--- src/rtl/tick_period_pkg.sv ---
// Shared types and helpers for the multi-channel tick-period meter.
package tick_period_pkg;

  typedef enum logic [1:0] {
    UNARMED,
    ARMED,
    STALLED
  } chan_state_t;

  // All-ones value of a counter of the given width (widths up to 64 supported)
  function automatic logic [63:0] max_time(input int unsigned width);
    logic [63:0] m;
    m = '0;
    for (int i = 0; i < 64; i++) begin
      if (i < width) m[i] = 1'b1;
    end
    return m;
  endfunction

endpackage

--- src/rtl/tick_period_channel.sv ---
// One tick channel: saturating elapsed-us counter, arm/stall FSM and registered
// period, period_valid and stalled outputs.
module tick_period_channel
  import tick_period_pkg::*;
#(
  parameter int WIDTH    = 32,
  parameter int STALL_US = 100000
) (
  input  logic             clk,
  input  logic             reset,
  input  logic             us_strobe,
  input  logic             tick,
  input  logic             clear,
  output logic [WIDTH-1:0] period,
  output logic             period_valid,
  output logic             stalled
);

  localparam logic [WIDTH-1:0] MAX_TIME    = WIDTH'(max_time(WIDTH));
  localparam logic [WIDTH-1:0] STALL_LIMIT = WIDTH'(STALL_US);
  localparam logic [WIDTH-1:0] ONE         = WIDTH'(1);

  chan_state_t      state_q, state_d;
  logic [WIDTH-1:0] elapsed_q, elapsed_d, elapsed_now;
  logic [WIDTH-1:0] period_d;
  logic             period_valid_d;
  logic             stalled_d;

  always_ff @(posedge clk) begin
    if (reset) begin
      state_q      <= UNARMED;
      elapsed_q    <= '0;
      period       <= MAX_TIME;
      period_valid <= 1'b0;
      stalled      <= 1'b1;
    end else begin
      state_q      <= state_d;
      elapsed_q    <= elapsed_d;
      period       <= period_d;
      period_valid <= period_valid_d;
      stalled      <= stalled_d;
    end
  end

  // A tick in the threshold cycle is checked first so it wins over the stall;
  // re-arming from UNARMED or STALLED never reports the interval that spanned it.
  always_comb begin
    elapsed_now    = (us_strobe && (elapsed_q != MAX_TIME)) ? elapsed_q + ONE : elapsed_q;
    state_d        = state_q;
    elapsed_d      = elapsed_now;
    period_d       = period;
    period_valid_d = 1'b0;
    stalled_d      = stalled;

    if (clear) begin
      state_d   = UNARMED;
      elapsed_d = '0;
      period_d  = MAX_TIME;
      stalled_d = 1'b1;
    end else begin
      case (state_q)
        UNARMED, STALLED: begin
          if (tick) begin
            state_d   = ARMED;
            elapsed_d = '0;
            stalled_d = 1'b0;
          end
        end
        ARMED: begin
          if (tick) begin
            period_d       = elapsed_now;
            period_valid_d = 1'b1;
            elapsed_d      = '0;
          end else if (elapsed_q == STALL_LIMIT) begin
            state_d        = STALLED;
            period_d       = MAX_TIME;
            period_valid_d = 1'b1;
            stalled_d      = 1'b1;
          end
        end
        default: state_d = UNARMED;
      endcase
    end
  end

endmodule

--- src/rtl/tick_period_meter.sv ---
// Multi-channel tick-period timer: shared microsecond prescaler and free-running
// micros counter feeding NUM_CH independent period-measurement channels.
module tick_period_meter
  import tick_period_pkg::*;
#(
  parameter int NUM_CH       = 4,
  parameter int WIDTH        = 32,
  parameter int TICKS_PER_US = 50,
  parameter int STALL_US     = 100000
) (
  input  logic                    clk,
  input  logic                    reset,
  input  logic [NUM_CH-1:0]       tick,
  input  logic [NUM_CH-1:0]       clear,
  output logic [NUM_CH*WIDTH-1:0] period,
  output logic [NUM_CH-1:0]       period_valid,
  output logic [NUM_CH-1:0]       stalled,
  output logic [WIDTH-1:0]        micros
);

  localparam int             PW       = $clog2(TICKS_PER_US);
  localparam logic [PW-1:0]  PRE_LAST = PW'(TICKS_PER_US - 1);
  localparam logic [PW-1:0]  PRE_ONE  = PW'(1);
  localparam logic [WIDTH-1:0] US_ONE = WIDTH'(1);

  logic [PW-1:0] prescale;
  logic          us_strobe;

  assign us_strobe = (prescale == PRE_LAST);

  // One strobe per TICKS_PER_US clocks; micros wraps naturally at 2^WIDTH
  always_ff @(posedge clk) begin
    if (reset) begin
      prescale <= '0;
      micros   <= '0;
    end else begin
      prescale <= us_strobe ? '0 : prescale + PRE_ONE;
      if (us_strobe) micros <= micros + US_ONE;
    end
  end

  for (genvar ch = 0; ch < NUM_CH; ch++) begin : g_chan
    tick_period_channel #(
      .WIDTH   (WIDTH),
      .STALL_US(STALL_US)
    ) u_chan (
      .clk         (clk),
      .reset       (reset),
      .us_strobe   (us_strobe),
      .tick        (tick[ch]),
      .clear       (clear[ch]),
      .period      (period[ch*WIDTH +: WIDTH]),
      .period_valid(period_valid[ch]),
      .stalled     (stalled[ch])
    );
  end

endmodule

--- config.mk ---
export PLATFORM = sky130hd
export DESIGN_NAME = tick_period_meter
export DESIGN_NICKNAME = d
export VERILOG_FILES = /design/src/rtl/tick_period_pkg.sv /design/src/rtl/tick_period_channel.sv /design/src/rtl/tick_period_meter.sv
export SDC_FILE = /design/constraint.sdc
export NUM_CORES = 1
export LEC_CHECK = 0
export BUFFER_PORTS_ARGS = -buffer_cell sky130_fd_sc_hd__clkbuf_2
export CORE_MARGIN = 2
export CORE_UTILIZATION = 54
export CTS_BUF_LIST = sky130_fd_sc_hd__clkbuf_8
export CTS_CLUSTER_DIAMETER = 100
export DETAILED_ROUTE_END_ITERATION = 6
export PLACE_DENSITY = 0.78
export REMOVE_ABC_BUFFERS = 1
export SETUP_SLACK_MARGIN = 0.5
export SYNTH_ARGS = -nofsm -noshare
export SYNTH_HDL_FRONTEND = slang
export SYNTH_HIERARCHICAL = 1
export SYNTH_SLANG_ARGS = --single-unit
--- constraint.sdc ---
create_clock -name clk -period 3 [get_ports clk]
set_input_delay 0.6 -clock clk [delete_from_list [all_inputs] [get_ports clk]]
set_output_delay 0.6 -clock clk [all_outputs]
set_load 0.005 [all_outputs]
==> reports/qor.yml <==
run_status:
  outcome: "finished, final reports clean"
logic_synthesis:
  synth_top_area_share_pct: 43.77
  seq_area_frac_synth_pct: 43.77
  synth_top_area_cell: "dfxtp_1"
  ys_ff_latch: 310
  syn_area_per_cell_um2: 8.986
  netlist_top_cells_area: "dfxtp_1 44%, a211oi_1 4.4%, a21oi_1 3.9%, a31oi_1 3.4%, or3_1 3.0%"
  yosys_most_used_dff: "dfxtp_1"
  netlist_instances: 1578
  synth-edff-count: 0
  yosysUniqueCellTypes: 58
  yosys_warnings: 6
  async_flop_share_pct: 0
  synth_area_mm2: 0.01418
layout:
  final_cell_mix: "306 x dfxtp_1, 177 x clkbuf_2, 108 x a21oi_1"
  syn_to_final_growth_pct: 18.87
  fin_area_mm2: 0.01686
  nFillCells: 2197
  final_common_cell: "dfxtp_1"
  nets: 1808
  multiInputGateArea_mm2: 0.007625
  seq_area_mm2: 0.006211
  drive_above_1_share_pct: 21.33
  antenna_cells: 0
critical_path:
  crit_chain: "and4bb_2 -> and2_4 -> buf_12 -> nand4_4 -> or3_4 -> a211o_1 -> buf_6 -> o21ai_0 -> a31oi_1"
  worstPathArrival_ns: 2.97
  max_stage_delay_ns: 0.44
  critPathSlowestCell: "or3_4"
  crit_type: "flop to flop"
  endpoint_kind: "flop"
  required_ns: 3.43
  worstPathMaxFanout: 4
  start_kind: "flop"
timing:
  timing.setup.tns_ns: 0
  rsz0062_at_grt: "true"
  hold_viol: 0
  setup_violations: 0
  fin_crit_ns: 2.532
  fin_crit_sh_pct: 84.41
  slew_viol_final: 0
  setup_ws_ns: 0.4677
  slew-limit-headroom_pct: 57.54
  whs_ns: 0.3020
  tightest_slew_ns: 0.6354
  fmax_mhz: 394.9
  skew_ns: 0.01800
placed_design:
  dp_hpwl_um: 27200
  dpl_cell_area_mm2: 0.01539
  port_buffers: 177
  place_ws_ns: 0.2129
  gp_congestion: 0.9292
cts:
  cts_sinks: 310
  clock_latency_ns: 0.56
  cts_tree: "built"
  numCtsBuffers: 51
  clockRootBuffer: "clkbuf_8"
  clock_path_buffers: 3
  cts_htree_levels: 2
  cts.clk_slew.worst_paths_ns: 0.06
die:
  initial_core_util_pct: 54.72
  die_w_um: 166.0
  rows: 59
  pin_count: 178
  die_h_um: 166.0
  dieArea_mm2: 0.02757
  core_area_mm2: 0.02591
global_route:
  antenna_found_initial: 0
  grt_pass1_vias: 12712
  grt_overflow: 0
  grt_usage_pct: 27.44
  grt_pass1_wl_um: 64490
  grt_max_degree: 33
power:
  power_density_mw_per_mm2: 488.9
  swShare_pct: 22.67
  p_comb_share_pct: 3.2
  seqPwrFrac_pct: 50.8
  pwr-share-clk_pct: 46.1
  p_total_mw: 8.241
  peakVddDrop_mv: 0.3528
  switching_power_mw: 1.869
  intPower_mw: 6.372
  power.leakage_nw: 5.912
detailed_routing:
  highest_layer: "met4"
  via_per_inst: 6.384
  wl_met2_um: 17910
  drt_wl_total_um: 39490
  drc: 0
  wire_per_inst_um: 18.29
  drt_first_pass_iters: 6
  ant_nets: 0
  drtIter0Drc: 1251
  route.met3.wl_um: 2583
  vias: 13782
  met1_length_um: 18250
job:
  maxCapViolCount: 0
worst_hold_path:
  hp-class: "input pin to flop"
[power by group through the flow]
stage	combinational, mW	clock (mW)	sequential [mW]
final	0.260	3.80	4.18
after floorplan	0.124	0	4.27
after global routing	0.282	4.04	4.19
after detailed placement	0.250	0	4.27
after CTS	0.256	3.86	4.18
after global placement	0.246	0	4.27
[cell families (layout without fill, tap and decap cells)]
family,after synthesis,after routing,synth area share [%]
DFF,310,310,43.77
AOI/OAI and AO/OA,486,486,22.64
adders and majority gates,11,11,0.9706
muxes,14,14,1.032
buffers and inverters,121,367,3.627
xor gates and xnor gates,43,43,2.656
and+or+nand+nor,593,593,25.31
[path summary, 6_finish.rpt]
check | depth (start not counted) | from | slack, ns | endpoint
worst max-delay path | 9 | prescale[2]$_SDFF_PP0_ | 0.47 | g_chan[0].u_chan/period[22]$_SDFFE_PP1P_
worst min-delay path | 2 | tick[1] | 0.30 | g_chan[1].u_chan/state_q[1]$_SDFFE_PP0P_
worst max register to register | 9 | prescale[2]$_SDFF_PP0_ | 0.47 | g_chan[0].u_chan/period[22]$_SDFFE_PP1P_
worst min register to register | 2 | g_chan[0].u_chan/period[29]$_SDFFE_PP1P_ | 0.45 | g_chan[0].u_chan/period[29]$_SDFFE_PP1P_
[state kept, by name, summed over array words and instances (netlist names)]
name / cells
g_chan.u_chan/elapsed_q: 128
g_chan.u_chan/stalled: 4
g_chan.u_chan/state_q: 8
micros: 32
g_chan.u_chan/period: 128
g_chan.u_chan/period_valid: 4
prescale: 6
[stage by stage]
| stage | instances | utilization [%] |
|---|---|---|
| after CTS | 2148 | 64.26 |
| after global placement | 2042 | 59.39 |
| final | 2159 | 65.05 |
| after global routing | 2159 | 65.05 |
| after detailed placement | 2042 | 59.39 |
| after floorplan | 1492 | - |
[worst max-delay path, delay by kind of cell, from the launching register on]
family	cells	cell delay [ns]
flops	1	0.32
buf+inv	2	0.27
simple gates	4	1.04
compound gates	3	0.76
[cell usage after synthesis, types with 38 or more instances]
library cell and count:
a31oi_1 76, a2bb2oi_1 40, nor3_1 38, nor2_1 70, nand2_1 70, nand3_1 67
dfxtp_1 310, a211oi_1 84, clkbuf_1 63, and3_1 41, o21ai_0 74, or3_1 69
a21oi_1 111, nand4_1 58
[timing repair]
action | in CTS | in global routing
setup buffers | 16 | 11
hold buffers | 0 | 0
pin swaps | 11 | 23
endpoints found under the setup margin | 36 | 72
resized for setup | 10 | 27
[layout make-up]
class                           instances  area share, %
Tap cell                              335          2.487
Clock inverter                         21         0.6755
Sequential cell                       310          36.85
Clock buffer                           69          5.634
Multi-Input combinational cell       1147          45.23
Inverter                               35         0.7794
Timing Repair Buffer                  242          8.343
[routing by layer]
| layer | vias up | global-route usage, % |
|---|---|---|
| met5 | - | 0 |
| met4 | 0 | 7.448 |
| met3 | 70 | 4.385 |
| met2 | 518 | 43.89 |
| met1 | 6575 | 38.69 |
| li1 | 6619 | - |
Power figures use the tool's default switching activity.
